File: src/rtl/mux_arb_pkg.sv
// Shared types and the round-robin search used by the mux4x1 arbiter.
// The pick function is kept here so the top stays a plain state/next-state pair.
package mux_arb_pkg;

  localparam int NUM_REQ = 4;
  localparam int SEL_W   = 2;

  typedef enum logic {
    IDLE,
    GRANT
  } arb_state_t;

  typedef struct packed {
    logic             found;
    logic [SEL_W-1:0] idx;
  } pick_t;

  // First requesting index at or after start (mod 4), optionally skipping one index.
  // Walking from the far end backwards lets the closest candidate win last.
  function automatic pick_t rr_pick(input logic [NUM_REQ-1:0] req,
                                    input logic [SEL_W-1:0]   start,
                                    input logic               exclude_en,
                                    input logic [SEL_W-1:0]   exclude_idx);
    pick_t            res;
    logic [SEL_W-1:0] idx;
    res = '0;
    for (int k = NUM_REQ - 1; k >= 0; k--) begin
      idx = start + SEL_W'(k);
      if (req[idx] && !(exclude_en && (idx == exclude_idx))) begin
        res.found = 1'b1;
        res.idx   = idx;
      end
    end
    return res;
  endfunction

endpackage

File: src/rtl/mux4x1.sv
// Four-to-one single-bit multiplexer shared by the arbiter's requesters.
module mux4x1 (
  input  logic [3:0] ip,
  input  logic [1:0] sel,
  output logic       out
);

  assign out = ip[sel];

endmodule

File: src/rtl/mux_rr_arbiter.sv
// Round-robin arbiter granting one of four requesters the shared mux4x1 path,
// with a per-grant hold budget that only bites when someone else is waiting.
module mux_rr_arbiter
  import mux_arb_pkg::*;
#(
  parameter int unsigned MAX_HOLD = 4
) (
  input  logic               clk,
  input  logic               rst,
  input  logic [NUM_REQ-1:0] req,
  input  logic [NUM_REQ-1:0] ip,
  output logic [SEL_W-1:0]   sel,
  output logic [NUM_REQ-1:0] gnt,
  output logic               valid,
  output logic               out
);

  localparam logic [3:0] HOLD_LAST = 4'(MAX_HOLD - 1);

  arb_state_t         state_q, state_d;
  logic [SEL_W-1:0]   sel_q, sel_d;
  logic [NUM_REQ-1:0] gnt_q, gnt_d;
  logic               valid_q, valid_d;
  logic [3:0]         hold_cnt_q, hold_cnt_d;
  logic [SEL_W-1:0]   ptr_q, ptr_d;

  pick_t              pick_any;
  pick_t              pick_other;
  logic               grant_en;
  logic [SEL_W-1:0]   grant_idx;
  logic               mux_out;

  assign pick_any   = rr_pick(req, ptr_q, 1'b0, '0);
  assign pick_other = rr_pick(req, ptr_q, 1'b1, sel_q);

  always_ff @(posedge clk) begin
    if (rst) begin
      state_q    <= IDLE;
      sel_q      <= '0;
      gnt_q      <= '0;
      valid_q    <= 1'b0;
      hold_cnt_q <= '0;
      ptr_q      <= '0;
    end else begin
      state_q    <= state_d;
      sel_q      <= sel_d;
      gnt_q      <= gnt_d;
      valid_q    <= valid_d;
      hold_cnt_q <= hold_cnt_d;
      ptr_q      <= ptr_d;
    end
  end

  // Decide whether a new owner is chosen this edge; the grant itself is applied once below.
  always_comb begin
    state_d    = state_q;
    sel_d      = sel_q;
    gnt_d      = gnt_q;
    valid_d    = valid_q;
    hold_cnt_d = hold_cnt_q;
    ptr_d      = ptr_q;
    grant_en   = 1'b0;
    grant_idx  = '0;

    unique case (state_q)
      IDLE: begin
        gnt_d   = '0;
        valid_d = 1'b0;
        if (pick_any.found) begin
          grant_en  = 1'b1;
          grant_idx = pick_any.idx;
        end
      end
      GRANT: begin
        if (!req[sel_q]) begin
          if (pick_any.found) begin
            grant_en  = 1'b1;
            grant_idx = pick_any.idx;
          end else begin
            state_d    = IDLE;
            gnt_d      = '0;
            valid_d    = 1'b0;
            hold_cnt_d = '0;
          end
        end else if (hold_cnt_q < HOLD_LAST) begin
          hold_cnt_d = hold_cnt_q + 4'd1;
        end else if (pick_other.found) begin
          grant_en  = 1'b1;
          grant_idx = pick_other.idx;
        end else begin
          hold_cnt_d = '0;
        end
      end
      default: begin
        state_d = IDLE;
        gnt_d   = '0;
        valid_d = 1'b0;
      end
    endcase

    if (grant_en) begin
      state_d    = GRANT;
      sel_d      = grant_idx;
      gnt_d      = NUM_REQ'(1) << grant_idx;
      valid_d    = 1'b1;
      hold_cnt_d = '0;
      ptr_d      = grant_idx + SEL_W'(1);
    end
  end

  mux4x1 u_mux (
    .ip (ip),
    .sel(sel_q),
    .out(mux_out)
  );

  assign sel   = sel_q;
  assign gnt   = gnt_q;
  assign valid = valid_q;
  assign out   = mux_out & valid_q;

endmodule

File: config.mk
export PLATFORM = sky130hd
export DESIGN_NAME = mux_rr_arbiter
export DESIGN_NICKNAME = d
export VERILOG_FILES = /design/src/rtl/mux_arb_pkg.sv /design/src/rtl/mux4x1.sv /design/src/rtl/mux_rr_arbiter.sv
export SDC_FILE = /design/constraint.sdc
export NUM_CORES = 1
export LEC_CHECK = 0
export ABC_AREA = 1
export BUFFER_PORTS_ARGS = -buffer_cell sky130_fd_sc_hd__buf_2
export CAP_MARGIN = 20
export CORE_UTILIZATION = 45
export CTS_CLUSTER_SIZE = 8
export DETAILED_ROUTE_END_ITERATION = 10
export PLACE_DENSITY = 0.67
export SLEW_MARGIN = 10
export SYNTH_ARGS = -nofsm -noshare
export SYNTH_HDL_FRONTEND = slang
export SYNTH_SLANG_ARGS = --single-unit
File: constraint.sdc
create_clock -name clk -period 2.4 [get_ports clk]
set_clock_uncertainty 0.05 [all_clocks]
set_input_delay 0.36 -clock clk [delete_from_list [all_inputs] [get_ports clk]]
set_output_delay 0.36 -clock clk [all_outputs]
set_load 0.02 [all_outputs]
# After elaboration in Yosys (flattened, before gate mapping)

Cells that the tools add are included.

Output and inout bits: 8
Flip-flop bits (word level): 14
Word-level logic and storage cells: 83
Input port bits: 10

Magnitude comparators: 6
Eq/ne operators: 8
Bitwise logic cells: 2
Multiplexer cells: 44
Reduce and logical (&&, ||, !) cells: 11
Add/subtract/negate cells: 5
Shift operators: 1

Operators with widths:

| cell                                                  | number |
|---|---|
| 2-to-1 mux 3 bit                                      | 8 |
| 2-to-1 mux 4 bit                                      | 6 |
| 2-to-1 mux 1 bit                                      | 16 |
| < comparator 2 x 3 -> 1 bit, second input constant    | 5 |
| binary-select mux 1 bit (select 2 bit)                | 6 |
| equality test 2 bit                                   | 4 |
| 2-to-1 mux 2 bit                                      | 4 |
| case mux 4 bit (2 select lines)                       | 1 |
| inequality test 3 x 2 -> 1 bit, second input constant | 2 |
| adder 2 x 1 -> 2 bit, second input constant           | 2 |
| adder 2 bit, second input constant                    | 2 |
| adder 4 x 1 -> 4 bit, second input constant           | 1 |
| logical AND 1 bit                                     | 4 |
| logical NOT 1 bit                                     | 4 |
| < comparator 4 x 2 -> 1 bit, second input constant    | 1 |
| case mux 1 bit (2 select lines)                       | 2 |
| case mux 2 bit (2 select lines)                       | 1 |
| left shift 1 x 2 -> 4 bit, first input constant       | 1 |
| inequality test 3 bit, second input constant          | 1 |
| AND reduction 3 bit                                   | 1 |
| inequality test 2 x 1 -> 1 bit, second input constant | 1 |
| AND reduction 2 bit                                   | 1 |
| OR reduction 2 bit                                    | 1 |
| bitwise AND 1 bit                                     | 1 |
| inverter 1 bit                                        | 1 |

# Longest topological paths before layout

Gate-level depths: netlist of the first run.

Depth in word-level cells: 14
Depth in mapped cells: 17
Gate-level depth less buffers: 16

# Hierarchy

A second synthesis of the first run with hierarchy kept.

Cell total of the unflattened synthesis: 186
Area, all modules: 1249.9 um^2

Modules (own cells, without submodules):

| module         | area each (um^2) | cells each | sequential area each (um^2) | instances |
|---|---|---|---|---|
| mux_rr_arbiter | 1198.6           | 173        | 280.3                       | 1 |
| mux4x1         | 51.3             | 13         | 0.0                         | 1 |

# Least setup slack after synthesis of the first run

Ideal clock, no wire load.

Path type: reg-to-reg
From: reg sel_q[1], in the netlist sel[1]
To: reg gnt_q[2], in the netlist gnt[2]
Setup time: 0.131 ns
Data required time: 2.219 ns
Stages on the path, launching flop included: 15
Path slack: 0.401 ns
Arrival: 1.818 ns
Path through: dfxtp_1 -> inv_2 -> a21oi_1 -> o21ai_1 -> nand2_1 -> nor2_2 -> inv_1 -> nand2_2 -> inv_1 -> o211ai_2 -> nand2_2 -> inv_2 -> ha_1 -> a22oi_1 -> nor2_1

Word-level cells in the longest chain between the ends: 13
Elaborated cells between the ends (all ways): 31
Those cells by class: eq/ne (6); shift (1); mux (15); reduce/logical (9)

Ends and longest elaborated chain:

| item                              | RTL line              | RTL |
|---|---|---|
| from (decl)                       | mux_rr_arbiter.sv:21  | `logic [SEL_W-1:0] sel_q, sel_d;` |
| from (signal assigned)            | mux_rr_arbiter.sv:46  | `sel_q <= sel_d;` |
| equality test 2 bit               | mux_arb_pkg.sv:29     | `if (req[idx] && !(exclude_en && (idx == exclude_idx))) begin` |
| logical NOT 1 bit                 | mux_arb_pkg.sv:29     |  |
| logical AND 1 bit                 | mux_arb_pkg.sv:29     |  |
| 2-to-1 mux 3 bit (4 in a row)     | mux_arb_pkg.sv:29     |  |
| 2-to-1 mux 2 bit                  | mux_rr_arbiter.sv:87  | `end else if (pick_other.found) begin` |
| 2-to-1 mux 2 bit                  | mux_rr_arbiter.sv:85  | `end else if (hold_cnt_q < HOLD_LAST) begin` |
| 2-to-1 mux 2 bit *                | mux_rr_arbiter.sv:75  | `if (!req[sel_q]) begin` |
| case mux 2 bit (2 select lines) * | mux_rr_arbiter.sv:65  | `unique case (state_q)` |
| via grant_idx[0]                  | mux_rr_arbiter.sv:30  | `logic [SEL_W-1:0] grant_idx;` |
| left shift 1 x 2 -> 4 bit *       | mux_rr_arbiter.sv:104 | `gnt_d = NUM_REQ'(1) << grant_idx;` |
| 2-to-1 mux 4 bit *                | mux_rr_arbiter.sv:101 | `if (grant_en) begin` |
| to (signal assigned)              | mux_rr_arbiter.sv:47  | `gnt_q <= gnt_d;` |
| to (decl)                         | mux_rr_arbiter.sv:22  | `logic [NUM_REQ-1:0] gnt_q, gnt_d;` |

Mark *: on every way through the listed nets, which the timed path passes. The rest lies on a longest branch. The select of a mux whose other input is x is not followed.
A chain may end at the register's enable or synchronous reset.

# Worst setup path after layout of the first run

From: reg ptr_q[1]
To: reg gnt_q[2], in the netlist gnt[2]

Word-level cells in the longest chain between the ends: 14
Elaborated cells between the ends (all ways): 46
Those cells by class: add/sub (3); eq/ne (6); shift (1); mux (27); reduce/logical (9)

Ends and longest elaborated chain:

| item                                                                          | RTL line              | RTL |
|---|---|---|
| from (decl)                                                                   | mux_rr_arbiter.sv:25  | `logic [SEL_W-1:0] ptr_q, ptr_d;` |
| from (signal assigned)                                                        | mux_rr_arbiter.sv:50  | `ptr_q <= ptr_d;` |
| adder 2 bit                                                                   | mux_arb_pkg.sv:28     | `idx = start + SEL_W'(k);` |
| binary-select mux 1 bit (select 2 bit) or equality test 2 bit (tied branches) | mux_arb_pkg.sv:29     |  |
| 2-to-1 mux 1 bit (not written as such) or logical NOT 1 bit (tied branches)   | mux_arb_pkg.sv:29     |  |
| logical AND 1 bit                                                             | mux_arb_pkg.sv:29     |  |
| 2-to-1 mux 3 bit (4 in a row)                                                 | mux_arb_pkg.sv:29     |  |
| 2-to-1 mux 2 bit                                                              | mux_rr_arbiter.sv:87  |  |
| 2-to-1 mux 2 bit                                                              | mux_rr_arbiter.sv:85  |  |
| 2-to-1 mux 2 bit                                                              | mux_rr_arbiter.sv:75  |  |
| case mux 2 bit (2 select lines) *                                             | mux_rr_arbiter.sv:65  |  |
| via grant_idx[1]                                                              | mux_rr_arbiter.sv:30  |  |
| left shift 1 x 2 -> 4 bit *                                                   | mux_rr_arbiter.sv:104 |  |
| 2-to-1 mux 4 bit *                                                            | mux_rr_arbiter.sv:101 |  |

Marks and branches as above.

==> results, run 1 <==
- For the pin with the worst max-slew slack, the measured transition is 0.399 ns.
- The net count of the finished layout is 222.
- In this run the tightest slew margin relative to its limit is 0.733.
- Traced cell by cell, the critical path runs through inv_4, nand2_1, nand2_1, inv_1, nand2_2, nand2_2, nand2_4, inv_2, nand3_2, nand3_1, nor2_1, nand2_1, nand2_1, ha_1, a22oi_1, nor2_1.
- STA classifies the critical path startpoint as a register.
- Buffers inserted during clock tree synthesis total 3.
- The cell area that synthesis handed to floorplanning was 0.00124 mm².
- The top-level I/O count is 18.
- The clock drives 14 sinks.
- The insertion delay to the later sink of the worst-skew pair is 0.27 ns.
- For this block, the initial DRC count from the detailed router was 29.
- The region available for standard cell placement spans 0.00254 mm².
- The multi-input combinational cell area is 831 µm².
- The total number of H-tree levels is 1.
- The cell with the largest stage delay on the worst path is sky130_fd_sc_hd__dfxtp_1.
- The first-pass detailed-route iteration total is 4.
- The count of final hold-check violations is 0.
- After detailed routing, the average wire length per cell comes to 11.1 µm.
- The flow ran to the end, and the final reports show no timing, DRC or antenna violations.
- For this run, the register share of the synthesized area comes to 0.226.
- The area taken by flip-flops and latches is 280 µm².
- STA classifies the critical path endpoint as a register.
- The maximum net fanout on the critical path is 8.
- The number of max-slew violations in the final report is 0.
- The number of cells traversed by the worst hold path is 2.
- The critical path data required time is 2.51 ns.
- The top cell types in the final layout, fill and taps aside, are 41 x sky130_fd_sc_hd__nand2_1, 22 x sky130_fd_sc_hd__nand2_2, 18 x sky130_fd_sc_hd__inv_1, 18 x sky130_fd_sc_hd__nand3_1.
- For this block, the via count after detailed routing is 1194.
- The tightest min-delay check is of the input pin to register type.
- The cell at the root of the clock tree is sky130_fd_sc_hd__clkbuf_4.
- The upper clock frequency limit is 0.463 GHz.
- After clock tree synthesis, the repair step resized 0 gates.
- The chip height is 54.5 µm.
- After floorplanning, the core was divided into 18 placement rows.
- The number of global-route vias before repair is 1034.
- Once detailed placement completed, the half-perimeter wirelength came to 2.15 mm.
- The antenna diode count is 0.
- The average size of a mapped cell is 6.53 µm².
- The synthesized netlist net count is 203.
- The wire length of the first global-routing pass is 4.27 mm.
- TritonCTS built the clock tree.
- The remaining number of nets flagged by the antenna check after routing is 0.
- No sink is reached through more buffers than the 2 on the longest clock path.
- Adding up every negative setup slack in the final design gives 0 ns.
- Setup repair after global routing left no endpoint under its margin.
- The count of mapped cells out of synthesis is 190.
- The critical path class is register to register.
- Entering global routing, the biggest net connects 12 pins.
- The most common cell after layout, fill and taps aside is sky130_fd_sc_hd__nand2_1.
- For this run, design rule violations remaining after detail routing come to 0.
- The remaining global-route overflow is 0.
- Once placement completed, the tool counted placed cells totaling 234.
- The count of filler cells inserted in the layout is 271.
- The number of distinct library cells after synthesis is 28.
- The final critical-path required period is 2.16 ns.
- The number of setup violations in the final report is 0.
- For this configuration, the core starts out at a cell density of 0.487.
- The fraction of layout cells with a size suffix above 1 is 0.353.
- The total track usage is 0.198.
- The die covers 0.00297 mm².
- On the worst path, the slowest cell contributes a delay of 0.57 ns.
- The Yosys step of the flow raised 0 warnings.
- Wires add up to 2.64 mm.
- For the worst setup path, the data arrival time is 2.27 ns.
- The floorplan step set the die width to 54.5 µm.
- In the routed layout, each cell is associated on average with a via count of 5.04.
- In this run, post-CTS hold repair placed 0 buffers.
- The finished layout holds 237 standard cells, fillers aside.
- In this run the static leakage power is 0.722 nW.
- In this run, synthesis produced a sequential element count of 14.
- The initial antenna violation count was 0.
- The number of max-cap violations is 0.
- VDD sags by at most 0.752 mV.
- The cell with the most instances on the worst path is sky130_fd_sc_hd__nand2_1.
- From synthesis to final layout, the design area changed by 10.1%.
- After clock tree synthesis, the clock-pin slew on the worst setup and hold paths is 0.08 ns.
- The path depth of the worst reg2reg path is 16.
- In this run the post-CTS setup repair buffer count came out at 0.
- The portion of the clock cycle consumed by the worst path in the final layout is 0.901.
- For this design the ratio of total power to cell area is 1400 mW/mm².
- The global placement routability congestion is 0.815.
- The count of port buffers added during placement is 17.
-- critical path: cells and delay by family, from the launching register on --
kind            cells  cell delay, ns
flops               1            0.57
simple gates       11            0.86
fa+ha+maj           1            0.20
buf+inv             3            0.23
compound gates      1            0.15
-- synthesized netlist by cell type --
library cell / count / area (µm²)
sky130_fd_sc_hd__a21boi_2: 1 / 11.3
sky130_fd_sc_hd__nand2_1: 41 / 154
sky130_fd_sc_hd__a22oi_1: 1 / 7.51
sky130_fd_sc_hd__nor3_1: 1 / 5.00
sky130_fd_sc_hd__buf_1: 1 / 3.75
sky130_fd_sc_hd__buf_6: 1 / 11.3
sky130_fd_sc_hd__o21ai_1: 6 / 30.0
sky130_fd_sc_hd__nand3_1: 18 / 90.1
sky130_fd_sc_hd__clkinv_2: 1 / 5.00
sky130_fd_sc_hd__nor2_2: 1 / 6.26
sky130_fd_sc_hd__o211ai_2: 1 / 12.5
sky130_fd_sc_hd__a21oi_1: 10 / 50.1
sky130_fd_sc_hd__a21boi_0: 1 / 7.51
sky130_fd_sc_hd__buf_4: 1 / 7.51
sky130_fd_sc_hd__nand2_2: 22 / 138
sky130_fd_sc_hd__nor2_1: 17 / 63.8
sky130_fd_sc_hd__nand3_2: 7 / 70.1
sky130_fd_sc_hd__inv_1: 18 / 67.6
sky130_fd_sc_hd__nand2_4: 5 / 56.3
sky130_fd_sc_hd__o21ai_2: 1 / 8.76
sky130_fd_sc_hd__ha_1: 3 / 37.5
sky130_fd_sc_hd__dfxtp_1: 14 / 280
sky130_fd_sc_hd__o21ai_0: 4 / 20.0
sky130_fd_sc_hd__buf_2: 1 / 5.00
sky130_fd_sc_hd__inv_2: 6 / 22.5
sky130_fd_sc_hd__a21oi_2: 2 / 17.5
sky130_fd_sc_hd__nor2_4: 4 / 45.0
sky130_fd_sc_hd__inv_4: 1 / 6.26
-- state kept, by name (all words and copies together), names as in the netlist --
| register | cells |
|---|---|
| gnt | 4 |
| hold_cnt_q | 4 |
| ptr_q | 2 |
| sel | 2 |
| state_q | 1 |
| valid | 1 |
-- path summary, 6_finish.rpt --
| check | from | end | slack (ns) |
|---|---|---|---|
| max | ptr_q[1] | gnt[2] | 0.24 |
| min | rst | sel[0] | 0.33 |
| max reg2reg | ptr_q[1] | gnt[2] | 0.24 |
| min reg2reg | hold_cnt_q[3] | hold_cnt_q[3] | 0.41 |
-- power by group --
group          internal, W  switching, W
sequential        0.000298     0.0000791
combinational     0.000477      0.000938
clock            0.0000580     0.0000647
total             0.000833       0.00108
-- per-layer routing --
metal	vias up	track usage	wire, µm
met5	-	0	0
met2	26	0.346	1280
li1	637	-	-
met3	6	0.00833	56
met4	0	0.0897	40
met1	525	0.250	1270
-- cells by family (layout without fill, tap and decap cells) --
kind of cell / after synthesis / in the layout / share of synthesized area
AND/OR/NAND/NOR: 116 / 116 / 0.507
AO/OA/AOI/OAI: 27 / 27 / 0.133
buffers and inverters: 30 / 47 / 0.104
adder cells (fa/ha/maj): 3 / 3 / 0.0303
flip-flops: 14 / 14 / 0.226
-- through the flow --
stage	utilization	area, µm²	setup slack, ns	total power (W)	hold WS (ns)
finish	0.536	1370	0.238	0.00191	0.332
global placement	0.528	1340	0.315	0.00176	0.392
CTS	0.536	1370	0.254	0.00192	0.320
detailed placement	0.528	1340	0.294	0.00179	0.396
floorplan	-	1240	0.401	0.00154	0.382
global route	0.536	1370	0.0839	0.00209	0.337
-- area by class of cell --
| class | count | area share |
|---|---|---|
| clock buffers | 3 | 0.0165 |
| flip-flops and latches | 14 | 0.205 |
| well taps | 30 | 0.0275 |
| repair buffers | 18 | 0.0678 |
| multi-input cells | 146 | 0.609 |
| inverters | 26 | 0.0742 |
Power figures use the tool's default switching activity.
==> run 2, diff against run 1 <==
GPL_TIMING_DRIVEN = 0   (was default)
==> run 2 against run 1 <==
Net effect:
- combinational power up 3%
- via count is 2.0% higher
- critical endpoint unchanged
- critical path depth fell by 1
- routed wire length is 1.1% higher
- count of clock-buffer cells in the layout unchanged
- final cell count up 0.84%
- sequential power decreased by 7.4%
- global-route usage grew 1.2 points
- design area rose by 1.1%
- sequential cell count did not move
- die area stayed put
- core utilization grew 0.59 points
==> results, run 2 (synthesis gave the netlist of run 1 again) <==
- The final critical-path required period is 2.18 ns (was 2.16 ns).
- The count of final hold-check violations came to 0 (unchanged).
- The final sum of negative setup slack is 0 ns (unchanged).
- The number of max-cap violations was 0 (unchanged).
- The count of filler cells inserted in the layout came to 263 (was 271).
- The number of global-route vias before repair was 1090 (was 1034).
- The clock-pin slew reported for the worst setup and hold paths after clock tree synthesis is 0.07 ns (was 0.08 ns).
- The peak supply drop is 0.794 mV (was 0.752 mV).
- The wire length of the first global-routing pass is 4.53 mm (was 4.27 mm).
- The post-placement worst setup slack is 0.249 ns (was 0.294 ns).
- The effective utilization at floorplan was 0.487 (unchanged).
- The final routed wirelength across all metal layers is 2.67 mm (was 2.64 mm).
- The average detailed-routed wire length per instance is 11.2 µm (was 11.1 µm).
- The die outline area is 0.00297 mm² (unchanged).
- The critical path class is register to register (unchanged).
- The net count of the finished layout is 224 (was 222).
- The non-filler instance count after layout is 239 (was 237).
- The post-cts resize count came to 0 (unchanged).
- The final worst slack came to 0.223 ns (was 0.238 ns).
- The critical path data required time came to 2.50 ns (was 2.51 ns).
- The global-route track usage on met2 is 0.384 (was 0.346).
- The most common cell after layout, fill and taps aside is sky130_fd_sc_hd__nand2_1 (unchanged).
- Unrepaired setup endpoints after global routing: no (unchanged).
- The worst-case clock buffer depth is 2 (unchanged).
- Result of the run: finished, final reports clean (unchanged).
- The worst-case headroom to the max-slew limit was 0.688 (was 0.733).
- The total number of H-tree levels came to 1 (unchanged).
- The remaining global-route overflow was 0 (unchanged).
- The met3 track demand over resource in global routing is 0.00833 (unchanged).
- The share of the core filled with cells came to 0.542 (was 0.536).
- The maximum number of pins on one net before global-route repair came to 11 (was 12).
- The portion of the clock cycle consumed by the worst path in the final layout is 0.907 (was 0.901).
- The layer carrying the most global-route usage is met2 (unchanged).
- The half-perimeter wire length after detailed placement is 2.24 mm (was 2.15 mm).
- The cell at the root of the clock tree is sky130_fd_sc_hd__clkbuf_4 (unchanged).
- The insertion delay to the later sink of the worst-skew pair is 0.27 ns (about the same).
- The area of the core was 0.00254 mm² (unchanged).
- The number of setup violations in the final report is 0 (unchanged).
- The number of buffers inserted for hold repair after clock tree synthesis came to 0 (unchanged).
- The global placement routability congestion was 0.798 (was 0.815).
- The number of buffers inserted by post-CTS setup repair is 0 (unchanged).
- The routing usage on met1 came to 0.257 (was 0.250).
- The maximum net fanout on the critical path was 10 (was 8).
- The multi-input combinational cell area came to 831 µm² (unchanged).
- The initial antenna violation count is 0 (unchanged).
- The CTS tree is yes (unchanged).
- The TritonCTS sink count is 14 (unchanged).
- The fraction of layout cells with a size suffix above 1 is 0.354 (was 0.353).
- The chip height is 54.5 µm (unchanged).
- The power per cell area was 1400 mW/mm² (about the same).
- The area taken by flip-flops and latches came to 280 µm² (unchanged).
- The DRC marker count from the first detailed-route iteration was 16 (was 29).
- The number of max-slew violations in the final report was 0 (unchanged).
- The routed via count divided by cell count is 5.10 (was 5.04).
- The worst path arrival time is 2.27 ns (about the same).
- The remaining number of nets flagged by the antenna check after routing was 0 (unchanged).
- The number of buffers created by CTS was 3 (unchanged).
- The class of the tightest hold or removal check is register to register (was input pin to register).
- Commonest non-fill, non-tap cells in the layout: 41 x sky130_fd_sc_hd__nand2_1, 22 x sky130_fd_sc_hd__nand2_2, 18 x sky130_fd_sc_hd__inv_1, 18 x sky130_fd_sc_hd__nand3_1 (unchanged).
- The number of placed instances, taps included is 236 (was 234).
- The floorplan row count is 18 (unchanged).
- The overall die width is 54.5 µm (unchanged).
- The total track usage is 0.210 (was 0.198).
- The reported leakage power is 0.731 nW (was 0.722 nW).
- The first-pass detailed-route iteration total is 4 (unchanged).
- The antenna diode count is 0 (unchanged).
- The area added between synthesis and finish is 11.3% (was 10.1%).
- The top-level I/O count came to 18 (unchanged).
- The measured slew at the worst slew-check pin is 0.468 ns (was 0.399 ns).
- The count of port buffers added during placement is 16 (was 17).
- The element type at the critical path start was a register (unchanged).
- The final routed DRC violation total came to 0 (unchanged).
- The sort of element at the end of the critical path is a register (unchanged).
- The upper clock frequency limit is 0.459 GHz (was 0.463 GHz).
- The overall via count from detail_route is 1218 (was 1194).
[run 2: cell types whose count changed in the layout (fill, tap and decap cells not counted)]
cell                    before  now
sky130_fd_sc_hd__buf_6       0    1
sky130_fd_sc_hd__buf_1       0    1
[run 2: metal layers]
layer / wire length (µm) / share of wire / up-vias
met5: 0 / 0 / -
met4: 39 / 0.015 / 0
met3: 28 / 0.010 / 5
met2: 1310 / 0.49 / 11
met1: 1290 / 0.48 / 556
li1: - / - / 646
[run 2: layout make-up]
class                           count  area share
Multi-Input combinational cell    146       0.602
Sequential cell                    14       0.203
Inverter                           26      0.0734
Timing Repair Buffer               16      0.0580
Tap cell                           30      0.0272
Buffer                              4      0.0199
Clock buffer                        3      0.0163
[run 2: final timing paths]
path                 start            end  slack, ns  cells after the start
max reg2reg       ptr_q[0]         gnt[2]       0.22                     15
min reg2reg  hold_cnt_q[2]  hold_cnt_q[2]       0.41                      2
min          hold_cnt_q[2]  hold_cnt_q[2]       0.41                      2
max               ptr_q[0]         gnt[2]       0.22                     15
[run 2: where the power goes]
part	switching (W)	leakage [nW]	internal, W	total, W
clock network	0.0000674	0.0138	0.0000581	0.000125
registers	0.0000515	0.115	0.000297	0.000349
logic	0.000969	0.602	0.000494	0.00146
total	0.00109	0.731	0.000849	0.00194
[run 2: critical path: stages (launching register included)]
cell and delay, ns:
sky130_fd_sc_hd__dfxtp_1 0.44, sky130_fd_sc_hd__buf_6 0.20, sky130_fd_sc_hd__nand2_2 0.06, sky130_fd_sc_hd__o21ai_2 0.10
sky130_fd_sc_hd__nand2_2 0.11, sky130_fd_sc_hd__nand2_4 0.11, sky130_fd_sc_hd__nand2_4 0.07, sky130_fd_sc_hd__nand2_2 0.09
sky130_fd_sc_hd__nor2_4 0.04, sky130_fd_sc_hd__nor2_4 0.11, sky130_fd_sc_hd__nand3_2 0.11, sky130_fd_sc_hd__nand2_2 0.11
sky130_fd_sc_hd__inv_2 0.05, sky130_fd_sc_hd__ha_1 0.18, sky130_fd_sc_hd__a22oi_1 0.16, sky130_fd_sc_hd__nor2_1 0.06
[run 2: through the flow]
step | hold slack [ns] | power, W | area, µm²
2_1_floorplan | 0.382 | 0.00154 | 1240
3_3_place_gp | 0.394 | 0.00177 | 1360
3_5_place_dp | 0.401 | 0.00182 | 1360
4_1_cts | 0.414 | 0.00195 | 1380
5_1_grt | 0.438 | 0.00212 | 1380
6_report | 0.410 | 0.00194 | 1380
==> run 3, diff against run 2 <==
REMOVE_ABC_BUFFERS = 1   (was default)
==> run 3 against run 2 <==
Net effect:
- core utilization decreased by 0.20 points
- count of clock-buffer cells in the layout grew 1
- sequential cell count stayed put
- final cell count decreased by 0.84%
- global-route usage shrank 0.82 points
- largest power group unchanged
- highest routed layer unchanged
==> results, run 3 (synthesis gave the netlist of run 1 again) <==
- Result of the run: finished, final reports clean (unchanged).
- The measured slew at the worst slew-check pin is 0.398 ns (was 0.468 ns).
- The count of final hold-check violations is 0 (unchanged).
- The worst path arrival time is 2.29 ns (was 2.27 ns).
- The chip height is 54.5 µm (unchanged).
- The global placement routability congestion is 0.829 (was 0.798).
- The element type at the critical path start is a register (unchanged).
- The worst-case headroom to the max-slew limit came to 0.734 (was 0.688).
- The upper clock frequency limit is 0.461 GHz (was 0.459 GHz).
- The maximum net fanout on the critical path is 8 (was 10).
- The maximum number of pins on one net before global-route repair is 15 (was 11).
- The overall die width is 54.5 µm (unchanged).
- The hold path startpoint was rst (was hold_cnt_q[2]).
- The number of max-slew violations in the final report is 0 (unchanged).
- The beginning of the critical path is ptr_q[1] (was ptr_q[0]).
- The worst min-delay path endpoint was sel[0] (was hold_cnt_q[2]).
- The cell with the most instances on the worst path is sky130_fd_sc_hd__nand2_1 (was sky130_fd_sc_hd__nand2_2).
- The critical register-to-register path endpoint is gnt[2] (unchanged).
- The portion of the clock cycle consumed by the worst path in the final layout is 0.904 (was 0.907).
- The share of power burned in combinational logic came to 0.707 (was 0.755).
- The area added between synthesis and finish was 10.9% (was 11.3%).
- The final routed wirelength across all metal layers is 2.52 mm (was 2.67 mm).
- The die outline area came to 0.00297 mm² (unchanged).
- The area of the core is 0.00254 mm² (unchanged).
- Worst path cell trace: inv_4, nand2_1, nand2_1, inv_1, nand2_2, nand2_2, nand2_4, inv_2, nand3_2, nand3_1, nor2_1, nand2_1, nand2_1, ha_1, a22oi_1, nor2_1 (was buf_6, nand2_2, o21ai_2, nand2_2, nand2_4, nand2_4, nand2_2, nor2_4, nor2_4, nand3_2, nand2_2, inv_2, ha_1, a22oi_1, nor2_1).
- The DRC marker count from the first detailed-route iteration was 17 (was 16).
- The sort of element at the end of the critical path was a register (unchanged).
- The reported leakage power is 0.725 nW (was 0.731 nW).
- The clock-pin slew reported for the worst setup and hold paths after clock tree synthesis was 0.08 ns (was 0.07 ns).
- The net switching power is 0.00107 W (was 0.00109 W).
- The floorplan row count is 18 (unchanged).
- The remaining global-route overflow is 0 (unchanged).
- The effective utilization at floorplan is 0.487 (unchanged).
- The number of max-cap violations is 0 (unchanged).
- The clock network fraction of design power came to 0.083 (was 0.065).
- The start of the worst register-to-register path is ptr_q[1] (was ptr_q[0]).
- The number of buffers inserted for hold repair after clock tree synthesis came to 0 (unchanged).
- The top-level I/O count came to 18 (unchanged).
- The insertion delay to the later sink of the worst-skew pair came to 0.27 ns (about the same).
- The power per cell area is 1410 mW/mm² (was 1400 mW/mm²).
- The CTS tree was yes (unchanged).
- The reg-to-reg setup timing slack is 0.23 ns (was 0.22 ns).
- The critical path data required time is 2.52 ns (was 2.50 ns).
- The number of cells traversed by the worst hold path is 2 (unchanged).
- The final sum of negative setup slack was 0 ns (unchanged).
- The first-pass detailed-route iteration total came to 3 (was 4).
- The cell at the root of the clock tree is sky130_fd_sc_hd__clkbuf_4 (unchanged).
- The cell with the largest stage delay on the worst path was sky130_fd_sc_hd__dfxtp_1 (unchanged).
- The critical path class is register to register (unchanged).
- The antenna diode count is 0 (unchanged).
- The wire length of the first global-routing pass is 4.34 mm (was 4.53 mm).
- The number of buffers created by CTS came to 3 (unchanged).
- The number of setup violations in the final report is 0 (unchanged).
- The class of the tightest hold or removal check is input pin to register (was register to register).
- The total number of H-tree levels came to 1 (unchanged).
- The worst-case clock buffer depth came to 2 (unchanged).
- The peak supply drop is 0.842 mV (was 0.794 mV).
- The total track usage is 0.202 (was 0.210).
- The fraction of layout cells with a size suffix above 1 was 0.357 (was 0.354).
- The top cell family by delay on the critical path is simple AND/OR/NAND/NOR gates (unchanged).
- The largest incremental delay on the critical path is 0.56 ns (was 0.44 ns).
- Unrepaired setup endpoints after global routing: no (unchanged).
- The path depth of the worst reg2reg path is 16 (was 15).
- The final critical-path required period is 2.17 ns (was 2.18 ns).
- The initial antenna violation count is 0 (unchanged).
- The number of buffers and inverters on the critical path is 3 (was 2).
- The share of the core filled with cells is 0.540 (was 0.542).
- The remaining number of nets flagged by the antenna check after routing was 0 (unchanged).
- The half-perimeter wire length after detailed placement is 2.17 mm (was 2.24 mm).
- The total power of the final layout is 0.00194 W (about the same).
- The most common cell after layout, fill and taps aside is sky130_fd_sc_hd__nand2_1 (unchanged).
- The final routed DRC violation total came to 0 (unchanged).
- The net count of the finished layout is 221 (was 224).
- The sequential fraction of design power was 0.210 (was 0.180).
- The internal power of the cells was 0.000864 W (was 0.000849 W).
- The overall via count from detail_route is 1165 (was 1218).
- The count of port buffers added during placement is 17 (was 16).
- Commonest non-fill, non-tap cells in the layout: 41 x sky130_fd_sc_hd__nand2_1, 22 x sky130_fd_sc_hd__nand2_2, 18 x sky130_fd_sc_hd__inv_1, 18 x sky130_fd_sc_hd__nand3_1 (unchanged).
- The net switching share of the total power is 0.554 (was 0.562).
- The average detailed-routed wire length per instance is 10.6 µm (was 11.2 µm).
- The number of global-route vias before repair is 1093 (was 1090).
- The routed via count divided by cell count came to 4.92 (was 5.10).
- The number of buffers inserted by post-CTS setup repair is 0 (unchanged).
- The TritonCTS sink count is 14 (unchanged).
run 3: timing repair:
item                       4_1_cts  5_1_grt
resized for setup                1        1
setup endpoints to repair        2        2
pin swaps                        0        0
gates cloned                     0        0
run 3: area by class of cell:
class / count / area [µm²]
fillers: 253 / 1170
multi-input cells: 146 / 831
flip-flops and latches: 14 / 284
inverters: 26 / 101
repair buffers: 17 / 85.1
well taps: 30 / 37.5
clock buffers: 4 / 36.3
run 3: metrics by stage:
| stage | instances | instance area (µm²) | hold slack (ns) | setup WS, ns |
|---|---|---|---|---|
| 6_report | 237 | 1380 | 0.327 | 0.230 |
| 4_1_cts | 237 | 1370 | 0.319 | 0.133 |
| 3_5_place_dp | 233 | 1340 | 0.398 | -0.107 |
| 3_3_place_gp | 233 | 1340 | 0.393 | 0.00720 |
| 5_1_grt | 237 | 1380 | 0.357 | 0.00773 |
| 2_1_floorplan | 186 | 1210 | 0.372 | 0.276 |
run 3: per-layer routing:
metal	part of all wire	wire, µm	GRT usage
met1	0.48	1220	0.243
met2	0.50	1250	0.378
met3	0.011	27	0.00833
met4	0.011	27	0.0641
met5	0	0	0
run 3: worst max-delay path by stage:
stage | to | cells past startpoint
detailed placement | gnt[2] | 16
global route | gnt[2] | 16
finish | gnt[2] | 16
global placement | gnt[2] | 14
floorplan | gnt[2] | 14
CTS | gnt[2] | 16
run 3: power by group through the flow:
stage / Combinational [W] / Sequential (W) / Clock [W]
final: 0.00137 / 0.000407 / 0.000160
after global placement: 0.00134 / 0.000404 / 0
after global routing: 0.00154 / 0.000423 / 0.000172
after detailed placement: 0.00137 / 0.000408 / 0
after CTS: 0.00138 / 0.000406 / 0.000165
after floorplan: 0.00106 / 0.000442 / 0
run 3: worst reg2reg max path: cells and delay by family (launching register included):
kind                     cells  cell delay, ns
buffers and inverters        3            0.24
AO/OA/AOI/OAI                1            0.17
AND/OR/NAND/NOR             11            0.84
adder cells (fa/ha/maj)      1            0.21
flip-flops                   1            0.56
